<file path="src/rtl/serial_word_feeder.sv">
// Parallel-to-serial feeder: accepts a word on valid/ready, emits a one-cycle
// frame clear followed by the word LSB-first, one bit per clock.
`timescale 1ns/1ps

module serial_word_feeder #(
    parameter int unsigned WIDTH = 8
) (
    input  logic             t_clk,
    input  logic             rst_n,
    input  logic [WIDTH-1:0] in_data,
    input  logic             in_valid,
    output logic             in_ready,
    output logic             bit_out,
    output logic             bit_valid,
    output logic             frame_clr,
    output logic             last_bit,
    output logic             busy
);

    localparam int unsigned CW = (WIDTH > 1) ? $clog2(WIDTH) : 1;

    typedef enum logic [1:0] {
        IDLE,
        CLEAR,
        SHIFT
    } state_t;

    state_t           state, state_nxt;
    logic [WIDTH-1:0] shreg, shreg_nxt;
    logic [CW-1:0]    idx, idx_nxt;
    logic             at_last;
    logic             accept;

    // in_ready is decoded from state/idx only, so accept has no path to outputs
    assign at_last = (state == SHIFT) && (idx == CW'(WIDTH - 1));
    assign accept  = in_valid && in_ready;

    always_ff @(posedge t_clk or negedge rst_n) begin
        if (!rst_n) begin
            state <= IDLE;
            shreg <= '0;
            idx   <= '0;
        end else begin
            state <= state_nxt;
            shreg <= shreg_nxt;
            idx   <= idx_nxt;
        end
    end

    always_comb begin
        state_nxt = state;
        shreg_nxt = shreg;
        idx_nxt   = idx;
        case (state)
            IDLE: begin
                if (accept) begin
                    shreg_nxt = in_data;
                    idx_nxt   = '0;
                    state_nxt = CLEAR;
                end
            end
            CLEAR: begin
                state_nxt = SHIFT;
            end
            SHIFT: begin
                shreg_nxt = shreg >> 1;
                idx_nxt   = idx + CW'(1);
                if (at_last) begin
                    if (accept) begin
                        shreg_nxt = in_data;
                        idx_nxt   = '0;
                        state_nxt = CLEAR;
                    end else begin
                        idx_nxt   = '0;
                        state_nxt = IDLE;
                    end
                end
            end
            default: begin
                state_nxt = IDLE;
            end
        endcase
    end

    always_comb begin
        in_ready  = 1'b0;
        bit_out   = 1'b0;
        bit_valid = 1'b0;
        frame_clr = 1'b0;
        last_bit  = 1'b0;
        busy      = (state != IDLE);
        case (state)
            IDLE: begin
                in_ready = 1'b1;
            end
            CLEAR: begin
                frame_clr = 1'b1;
            end
            SHIFT: begin
                bit_valid = 1'b1;
                bit_out   = shreg[0];
                last_bit  = at_last;
                in_ready  = at_last;
            end
            default: begin
                in_ready = 1'b0;
            end
        endcase
    end

endmodule

</file>
<file path="config.mk">
export PLATFORM = sky130hd
export DESIGN_NAME = serial_word_feeder
export DESIGN_NICKNAME = d
export VERILOG_FILES = /design/src/rtl/serial_word_feeder.sv
export SDC_FILE = /design/constraint.sdc
export NUM_CORES = 1
export LEC_CHECK = 0
export ABC_AREA = 1
export BUFFER_PORTS_ARGS = -buffer_cell sky130_fd_sc_hd__buf_2
export CORE_UTILIZATION = 54
export CTS_CLUSTER_SIZE = 25
export DETAILED_ROUTE_END_ITERATION = 16
export GPL_TIMING_DRIVEN = 0
export PLACE_DENSITY = 0.8
export SYNTH_ARGS = -nofsm -noshare
export SYNTH_HDL_FRONTEND = slang
export SYNTH_SLANG_ARGS = --single-unit
</file>
<file path="constraint.sdc">
create_clock -name t_clk -period 3.61 [get_ports t_clk]
set_clock_uncertainty 0.1 [all_clocks]
set_input_delay 0.1805 -clock t_clk [delete_from_list [all_inputs] [get_ports t_clk]]
set_output_delay 0.1805 -clock t_clk [all_outputs]
set_load 0.005 [all_outputs]
</file>
==> flow_summary.json, run 1 <==
{
  "status": "finished clean",
  "first_pass_iters": 4,
  "cp_max_fo": 8,
  "peakVddDrop_mv": 0.433,
  "holdCritStartpoint": "in_data[7]",
  "finalSetupViolCount": 0,
  "syn_area_sq_um": 706,
  "reg2reg_depth": 7,
  "start_util_pct": 61.0,
  "synth.avg_cell_area_sq_um": 7.43,
  "cts_max_path_buffers": 2,
  "num_vias": 644,
  "synth_warnings": 0,
  "critPathKind": "reg -> reg",
  "syn_to_final_growth_pct": 19.0,
  "synth_edf_count": 0,
  "grt_max_degree": 14,
  "cp_common_cell": "nand2_1",
  "htree_num_levels": 1,
  "dieArea_sq_mm": 0.00146,
  "num_rows": 12,
  "first_iter_violations": 8,
  "routed_via_density": 4.95,
  "grtUsageTotal_pct": 23.7,
  "final_common_cell": "nand2_1",
  "reg2reg_to": "shreg[5]",
  "grt_first_pass_wirelength_um": 2240,
  "detail-route-antenna-nets": 0,
  "worstMarginPinSlew_ns": 0.304,
  "power_per_cell_area_mw_per_mm2": 784,
  "netlist_instances": 95,
  "drv_cap": 0,
  "postSynth.asyncResetShare_pct": 100,
  "io_pins": 17,
  "dp_hpwl_um": 990,
  "cts_tree": "done",
  "end_kind": "flip-flop",
  "utilization_pct": 72.6,
  "slew_violations": 0,
  "synth.area.top_cells": "dfrtp_1 46%, nand2_1 16%, nand3_1 12%",
  "cts_buffers": 3,
  "cts.sinks": 13,
  "fin_hold_ws_ns": 0.0646,
  "finalCritPeriodShare_pct": 49.4,
  "cts_root_buf": "clkbuf_4",
  "fillers": 90,
  "cp_top_family": "simple AND/OR/NAND/NOR gates",
  "final_cell_mix": "30 x nand2_1, 19 x inv_1, 17 x nand3_1, 16 x buf_2, 13 x dfrtp_1",
  "rrSetupSlack_ns": 1.83,
  "nets": 130,
  "synth_ff_type": "dfrtp_1",
  "hold_depth": 3,
  "cts.clk_slew.worst_paths_ns": 0.09,
  "clk_latency_ns": 0.29,
  "fin_setup_tns_ns": 0,
  "hold_viol": 0,
  "fin_cells": 130,
  "routed_wl_um": 1430,
  "clock.fmax_mhz": 561,
  "antenna_cells": 0,
  "yosysSeqAreaShare_pct": 46.1,
  "cp-start-kind": "flip-flop",
  "gr-total-overflow": 0,
  "path_cells": "ha_1, ha_1, nand2_1, nand3_1, nand2_1, nand3_1, nand2_1",
  "antenna_found_initial": 0,
  "max-slew-margin-rel_pct": 79.7,
  "cp.required_ns": 3.73,
  "drive_above_1_share_pct": 22.4,
  "place_inst": 125,
  "power_leakage_nw": 0.521,
  "r2r-start": "idx[0]",
  "placeableCoreArea_sq_mm": 0.00116,
  "hold_end": "shreg[7]",
  "hold_path_class": "in -> reg",
  "worst_path_max_delay_cell": "dfrtp_1",
  "dp_worst_setup_slack_ns": 1.88,
  "yosys.area.top_type": "dfrtp_1",
  "final.setup.worst_slack_ns": 1.83,
  "synth.top_cell.area_share_pct": 46.1,
  "grt_setup_unrepaired": "false",
  "ys_seq_elements": 13,
  "period_needed_ns": 1.78,
  "fp.dieH_um": 38.2,
  "max_stage_delay_ns": 0.40,
  "wire_per_inst_um": 11.0,
  "routabilityCongestion": 0.766,
  "path_buf_inv": 0,
  "port_buffers": 16,
  "synth.net_count": 108,
  "drc": 0,
  "arrival_ns": 1.90,
  "grt_pass1_vias": 546,
  "die_x_um": 38.2,
  "post_synth_num_cell_types": 15
}
==> registers in the layout, indices dropped and copies added (netlist names) <==
name   count
idx        3
shreg      8
state      2
==> worst reg2reg max path, cell delays in order, from the launching register on <==
cell and delay, ns:
dfrtp_1 0.40, ha_1 0.20, ha_1 0.18, nand2_1 0.23
nand3_1 0.31, nand2_1 0.14, nand3_1 0.08, nand2_1 0.06
==> per-layer routing <==
metal	GRT usage [%]	wire length, um	up-vias
met1	29.1	662	289
met5	0	0	-
met3	5.23	51	5
li1	-	-	335
met4	16.1	42	0
met2	36.9	673	15
==> worst max path at each step <==
stage	start	endpoint	slack [ns]	cells after the start
5_1_grt	idx[0]	shreg[5]	1.74	7
3_5_place_dp	idx[0]	shreg[5]	1.88	7
3_3_place_gp	idx[0]	shreg[0]	1.88	7
4_1_cts	idx[0]	shreg[5]	1.85	7
6_report	idx[0]	shreg[5]	1.83	7
2_1_floorplan	idx[0]	shreg[0]	2.14	7
==> stage by stage <==
step           power [mW]  area [sq um]
6_report            0.659           840
3_3_place_gp        0.557           803
4_1_cts             0.660           840
2_1_floorplan       0.479           706
5_1_grt             0.718           840
3_5_place_dp        0.565           803
==> synthesized netlist by cell type, types with 2 or more instances <==
library cell  instances
nor2_1                3
dfrtp_1              13
ha_1                  2
nand2_2               2
inv_2                 2
nand3_1              17
nand2_1              30
inv_1                19
==> what timing repair did <==
| action | CTS | global route |
|---|---|---|
| resized for setup | 0 | 0 |
| endpoints found under the hold margin | 13 | 0 |
| hold buffers | 1 | 0 |
| setup buffers | 0 | 0 |
==> final cells by class <==
class / count / area (sq um) / share of cell area [%]
well taps: 14 / 17.5 / 2.09
repair buffers: 17 / 90.1 / 10.7
clock buffers: 4 / 26.3 / 3.13
flip-flops and latches: 13 / 325 / 38.7
plain buffers: 1 / 11.3 / 1.34
inverters: 21 / 78.8 / 9.39
multi-input cells: 60 / 290 / 34.6
==> power by group <==
group / internal, mW / switching (mW)
logic: 0.121 / 0.182
registers: 0.215 / 0.0447
clock network: 0.0430 / 0.0523
==> cell families (layout without fill, tap and decap cells) <==
logic type	Yosys count	in the layout	synth area share, %
multiplexers	1	1	1.42
adder cells (fa/ha/maj)	2	2	3.55
buffers and inverters	22	43	12.8
AND/OR/NAND/NOR	54	54	33.9
flip-flops	13	13	46.1
AO/OA/AOI/OAI	3	3	2.30
No activity file was read; power rests on OpenSTA's default activity.
==> run 2, diff against run 1 <==
--- a/config.mk
+++ b/config.mk
@@ -7,11 +7,11 @@
 export LEC_CHECK = 0
 export ABC_AREA = 1
 export BUFFER_PORTS_ARGS = -buffer_cell sky130_fd_sc_hd__buf_2
-export CORE_UTILIZATION = 54
+export CORE_UTILIZATION = 45
 export CTS_CLUSTER_SIZE = 25
 export DETAILED_ROUTE_END_ITERATION = 16
 export GPL_TIMING_DRIVEN = 0
-export PLACE_DENSITY = 0.8
+export PLACE_DENSITY = 0.72
 export SYNTH_ARGS = -nofsm -noshare
 export SYNTH_HDL_FRONTEND = slang
 export SYNTH_SLANG_ARGS = --single-unit
==> constraint.sdc (replaced) <==
create_clock -name t_clk -period 1.47 [get_ports t_clk]
set_clock_uncertainty 0.1 [all_clocks]
set_input_delay 0.0735 -clock t_clk [delete_from_list [all_inputs] [get_ports t_clk]]
set_output_delay 0.0735 -clock t_clk [all_outputs]
set_load 0.005 [all_outputs]
==> run 2 against run 1 <==
  * Register-to-register slack worse by 1.7 ns
  * Critical path depth down 2
  * Final cell count up 7.7%
  * Combinational power rose to 2.8 times the previous value
  * Worst hold slack worse by 0.060 ns
  * Non-clock buffer count up 9
  * Die area up 19%
  * Power rose to 2.6 times the previous value
  * Critical path type is now reg -> out
==> flow_summary.json, run 2 (same netlist as run 1, synthesis figures left out) <==
{
  "status": "finished clean",
  "final_cell_mix": "29 x nand2_1, 17 x inv_1, 16 x nand3_1, 16 x buf_2, 12 x dfrtp_1",
  "fin_setup_tns_ns": 0,
  "arrival_ns": 1.27,
  "routabilityCongestion": 0.795,
  "p_seq_share_pct": 38.3,
  "hold_end": "shreg[4]",
  "top_layer_used": "met4",
  "die_x_um": 41.6,
  "htree_num_levels": 1,
  "gr-total-overflow": 0,
  "reg2reg_depth": 7,
  "grt_max_degree": 14,
  "p_clk_share_pct": 13.0,
  "drive_above_1_share_pct": 29.6,
  "cp_max_fo": 3,
  "cts_buffers": 3,
  "grt_setup_unrepaired": "true",
  "m1WireLength_um": 731,
  "holdCritStartpoint": "in_data[4]",
  "max-slew-margin-rel_pct": 80.1,
  "final_common_cell": "nand2_1",
  "nets": 139,
  "routed_wl_um": 1470,
  "reg2reg_to": "shreg[5]",
  "clk_latency_ns": 0.28,
  "grt_first_pass_wirelength_um": 2600,
  "cts_max_path_buffers": 2,
  "grt_pass1_vias": 635,
  "fp.dieH_um": 41.6,
  "cp.required_ns": 1.30,
  "power_per_cell_area_mw_per_mm2": 1790,
  "critPathKind": "reg -> out",
  "largest-register": "shreg",
  "rrSetupSlack_ns": 0.08,
  "path_cells": "ha_2, ha_4, inv_4, a21oi_2, buf_2",
  "first_pass_iters": 4,
  "end_kind": "output port",
  "num_vias": 673,
  "detail-route-antenna-nets": 0,
  "sw_frac_of_total_pct": 41.5,
  "io_pins": 17,
  "antenna_cells": 0,
  "first_iter_violations": 9,
  "hold_path_class": "in -> reg",
  "cp-start-kind": "flip-flop",
  "p_int_mw": 1.01,
  "syn_to_final_growth_pct": 36.9,
  "reg.largest.list": "shreg (8), idx (3), state (2)",
  "wl_met2_um": 672,
  "p_comb_share_pct": 48.8,
  "port_buffers": 16,
  "routed_via_density": 4.81,
  "cts_tree": "done",
  "cts.sinks": 13,
  "dieArea_sq_mm": 0.00173,
  "max_stage_delay_ns": 0.39,
  "cts_root_buf": "clkbuf_4",
  "finalSetupViolCount": 0,
  "wl_met3_um": 47,
  "fin_cells": 140,
  "finalCritPeriodShare_pct": 98.2,
  "worst_path_max_delay_cell": "dfrtp_1",
  "dp_hpwl_um": 951,
  "place_inst": 126,
  "num_rows": 13,
  "grtUsageTotal_pct": 19.7,
  "placeableCoreArea_sq_mm": 0.00138,
  "period_needed_ns": 1.44,
  "hold_viol": 0,
  "antenna_found_initial": 0,
  "hold_depth": 5,
  "r2r-start": "idx[1]",
  "power_leakage_nw": 0.568,
  "peakVddDrop_mv": 0.933,
  "slew_violations": 0,
  "start_util_pct": 51.0,
  "p_switching_mw": 0.716,
  "wire_per_inst_um": 10.5,
  "worstMarginPinSlew_ns": 0.299,
  "largest_reg_flops": 8,
  "drv_cap": 0,
  "clock.fmax_mhz": 693,
  "cts.clk_slew.worst_paths_ns": 0.08,
  "drc": 0
}
-- run 2: cell count changes in the layout (fill, tap and decap cells not counted), sizes merged --
cell         before  now
buf              17   20
dlygate4sd3       1    7
-- run 2: metal layers --
metal | global-route usage [%] | vias to the layer above
met5 | 0 | -
met1 | 24.1 | 304
li1 | - | 349
met3 | 2.61 | 4
met4 | 11.6 | 0
met2 | 32.8 | 16
-- run 2: worst max-delay path by stage --
stage,start,to,slack (ns),cells after the start
floorplan,idx[0],shreg[0],0.05,7
global placement,idx[0],shreg[6],-0.17,7
detailed placement,idx[0],shreg[5],-0.16,7
CTS,idx[0],in_ready,0.008,5
global route,idx[1],in_ready,-0.01,5
finish,idx[1],in_ready,0.03,5
-- run 2: worst max-delay path: cells and delay by family (launching register included) --
kind / cells / cell delay [ns]
flip-flops: 1 / 0.39
adder cells (fa/ha/maj): 2 / 0.38
buffers and inverters: 2 / 0.18
AO/OA/AOI/OAI: 1 / 0.04
-- run 2: layout make-up --
type / count / area [sq um]
multi-input combinational: 60 / 329
clock buffer: 4 / 26.3
inverter: 21 / 81.3
tap: 15 / 18.8
timing repair buffer: 26 / 173
sequential: 13 / 327
fill: 117 / 417
buffer: 1 / 11.3
-- run 2: timing repair --
| action | in CTS | in global routing |
|---|---|---|
| gates resized for setup | 5 | 6 |
| hold buffers | 7 | 0 |
| pin swaps | 0 | 1 |
| endpoints found under the hold margin | 19 | 0 |
| buffers inserted | 2 | 1 |
| setup endpoints to repair | 9 | 12 |
| gates cloned | 0 | 0 |
-- run 2: through the flow --
| step | setup slack (ns) | total power [mW] | hold slack, ns | util (%) | cell area (sq um) |
|---|---|---|---|---|---|
| 5_1_grt | -0.0134 | 1.88 | 0.0238 | 69.9 | 966 |
| 4_1_cts | 0.00845 | 1.68 | 0.00439 | 67.7 | 936 |
| 6_report | 0.0263 | 1.73 | 0.00454 | 69.9 | 966 |
| 3_3_place_gp | -0.166 | 1.37 | -0.123 | 58.6 | 810 |
| 3_5_place_dp | -0.164 | 1.40 | -0.128 | 58.6 | 810 |
| 2_1_floorplan | 0.0476 | 1.19 | -0.322 | - | 711 |
-- run 2: power groups by stage --
stage | registers, mW | clock network (mW) | logic (mW)
floorplan | 0.623 | 0 | 0.562
global placement | 0.640 | 0 | 0.734
detailed placement | 0.650 | 0 | 0.750
CTS | 0.646 | 0.227 | 0.807
global route | 0.678 | 0.240 | 0.966
finish | 0.661 | 0.224 | 0.842
==> run 3, diff against run 2 <==
==> config.mk (replaced) <==
export PLATFORM = sky130hd
export DESIGN_NAME = serial_word_feeder
export DESIGN_NICKNAME = d
export VERILOG_FILES = /design/src/rtl/serial_word_feeder.sv
export SDC_FILE = /design/constraint.sdc
export NUM_CORES = 1
export LEC_CHECK = 0
export BUFFER_PORTS_ARGS = -buffer_cell sky130_fd_sc_hd__clkbuf_2
export CORE_UTILIZATION = 44
export CTS_CLUSTER_SIZE = 25
export DETAILED_ROUTE_END_ITERATION = 16
export GPL_TIMING_DRIVEN = 0
export PLACE_DENSITY = 0.71
export RECOVER_POWER = 25
export SYNTH_ARGS = -nofsm -noshare
export SYNTH_HDL_FRONTEND = slang
export SYNTH_SLANG_ARGS = --single-unit
==> run 3 against run 2 <==
  * Final area fell by 0.39%
  * Final cell count fell by 18%
  * Via count fell by 7.4%
  * Flip-flop and latch count did not move
  * Maximum frequency fell by 1.4%
  * Synthesized cell count fell by 32%
  * Largest power group unchanged
  * Critical path depth did not move
  * First-iteration DRC count rose by 110%
  * Area after synthesis fell by 6.9%
  * Combinational power rose by 22%
  * Power rose by 9.5%
  * Sequential power fell by 3.2%
==> flow_summary.json, run 3 <==
{
  "hold_viol": 0,
  "cts.clk_slew.worst_paths_ns": 0.09,
  "ys_seq_elements": 13,
  "p_total_mw": 1.89,
  "htree_num_levels": 1,
  "arrival_ns": 1.29,
  "final_cell_mix": "13 x dfrtp_1, 12 x clkbuf_2, 9 x dlygate4sd3_1, 8 x buf_4",
  "largest_reg_flops": 8,
  "grt_setup_unrepaired": "true",
  "end_kind": "output port",
  "synth.area.top_cells": "dfrtp_1 50%, a31oi_1 6.7%, nand3_1 5.3%",
  "synth_edf_count": 0,
  "drv_cap": 0,
  "first_pass_iters": 5,
  "period_needed_ns": 1.46,
  "drive_above_1_share_pct": 42.0,
  "synth.avg_cell_area_sq_um": 10.1,
  "cts.sinks": 13,
  "antenna_found_initial": 0,
  "fp.dieH_um": 40.6,
  "port_buffers": 16,
  "multi_input_area_sq_um": 322,
  "yosys.area.top_type": "dfrtp_1",
  "dp_hpwl_um": 941,
  "slew_violations": 0,
  "antenna_cells": 0,
  "worst_path_max_delay_cell": "dfrtp_1",
  "detail-route-antenna-nets": 0,
  "nets": 114,
  "fillers": 97,
  "cp.required_ns": 1.30,
  "placeableCoreArea_sq_mm": 0.00135,
  "worstMarginPinSlew_ns": 0.722,
  "max_stage_delay_ns": 0.39,
  "synth_common_cells": "13 x dfrtp_1, 8 x nor2_1, 7 x a31oi_1, 7 x nand3_1, 7 x o21ai_0",
  "synth.top_cell.area_share_pct": 49.5,
  "grt_max_degree": 14,
  "yosysMostFrequentCell": "dfrtp_1",
  "start_util_pct": 48.7,
  "finalCritPeriodShare_pct": 99.6,
  "reg.largest.list": "shreg (8), idx (3), state (2)",
  "clk_latency_ns": 0.27,
  "largest-register": "shreg",
  "yosysSeqAreaShare_pct": 49.5,
  "drc": 0,
  "gr-total-overflow": 0,
  "finalSetupViolCount": 0,
  "status": "finished clean",
  "wire_per_inst_um": 12.8,
  "num_vias": 623,
  "syn_to_final_growth_pct": 46.5,
  "post_synth_num_cell_types": 24,
  "clock.fmax_mhz": 683,
  "routabilityCongestion": 0.705,
  "syn_area_sq_um": 657,
  "grt_first_pass_wirelength_um": 2170,
  "cts_root_buf": "clkbuf_4",
  "synth.net_count": 78,
  "critPathKind": "reg -> out",
  "seqCellArea_sq_um": 325,
  "cp_max_fo": 4,
  "peakVddDrop_mv": 0.957,
  "dieArea_sq_mm": 0.00165,
  "die_x_um": 40.6,
  "max-slew-margin-rel_pct": 51.9,
  "grtUsageTotal_pct": 20.0,
  "path_buf_inv": 2,
  "cp-start-kind": "flip-flop",
  "routed_via_density": 5.42,
  "netlist_instances": 65,
  "dp_worst_setup_slack_ns": -0.114,
  "hold_path_class": "in -> reg",
  "num_rows": 13,
  "synth_warnings": 0,
  "power_leakage_nw": 0.442,
  "cts_tree": "done",
  "cp_top_family": "flip-flops",
  "synth_ff_type": "dfrtp_1",
  "first_iter_violations": 19,
  "path_cells": "ha_2, ha_4, inv_4, a21oi_2, buf_2",
  "io_pins": 17,
  "final.setup.worst_slack_ns": 0.00516,
  "routed_wl_um": 1480,
  "cts_max_path_buffers": 2,
  "power_per_cell_area_mw_per_mm2": 1970,
  "final_common_cell": "dfrtp_1",
  "grt_pass1_vias": 525,
  "postSynth.asyncResetShare_pct": 100,
  "cts_buffers": 3
}
## run 3: cell count changes after synthesis, sizes merged, moves of 4 or more
cell	previous run	this run
nand2	33	2
inv	21	2
a31oi	0	7
nor2	4	8
nand3	17	7
o21ai	1	7
## run 3: per-layer routing
layer	global-route usage, %	wire (um)	up-vias
li1	-	-	306
met1	26.1	705	301
met3	3.26	51	2
met2	34.1	708	14
met5	0	0	-
met4	5.00	11	0
## run 3: worst reg2reg max path, cell delays in order, from the launching register on
cell and delay, ns:
dfrtp_1 0.39, ha_2 0.21, ha_4 0.18, and2_4 0.18
o21ai_1 0.12, a31oi_1 0.10
## run 3: logic make-up (layout without fill, tap and decap cells)
group                    count (synthesis)  in the layout  synth area share, %
adder cells (fa/ha/maj)                  2              2                 3.81
buffers and inverters                    5             40                 7.43
AO/OA/AOI/OAI                           23             23                 22.9
flip-flops                              13             13                 49.5
AND/OR/NAND/NOR                         22             22                 16.4
## run 3: cell type report
cell class	instances	share of cell area, %
Buffer	1	2.08
Sequential cell	13	33.8
Multi-Input combinational cell	47	33.4
Timing Repair Buffer	33	24.4
Tap cell	15	1.95
Inverter	2	1.56
Clock buffer	4	2.73
## run 3: metrics by stage
step / cell area, sq um / cells / util [%] / TNS [ns] / hold WS (ns)
floorplan: 657 / 65 / - / 0 / -0.322
global placement: 756 / 96 / 56.0 / -0.466 / -0.111
detailed placement: 756 / 96 / 56.0 / -0.652 / -0.107
CTS: 952 / 116 / 70.5 / 0 / 0.110
global route: 962 / 115 / 71.3 / -0.0621 / 0.152
finish: 962 / 115 / 71.3 / 0 / 0.121
## run 3: worst paths after layout
| kind | startpoint | endpoint | slack (ns) | depth (start not counted) |
|---|---|---|---|---|
| min in group asynchronous | rst_n | state[1] | 0.26 | 2 |
| setup / recovery | idx[0] | in_ready | 0.005 | 5 |
| hold reg to reg | idx[1] | idx[1] | 0.42 | 1 |
| setup reg to reg | idx[0] | shreg[1] | 0.03 | 5 |
| max in group asynchronous | rst_n | shreg[5] | 0.55 | 2 |
| hold / removal | in_valid | state[0] | 0.12 | 3 |
## run 3: report_power, final
part	total, mW	internal (mW)	switching (mW)	leakage, nW
Combinational	1.03	0.556	0.474	0.272
Sequential	0.640	0.536	0.105	0.155
Clock	0.221	0.105	0.116	0.0150
## run 3: repair_timing
action / CTS / global route
endpoints found under the hold margin: 21 / 0
hold buffers: 9 / 0
buffers inserted: 7 / 1
pin swaps: 1 / 3
gates resized for setup: 11 / 12
setup endpoints to repair: 12 / 7
gates cloned: 0 / 0
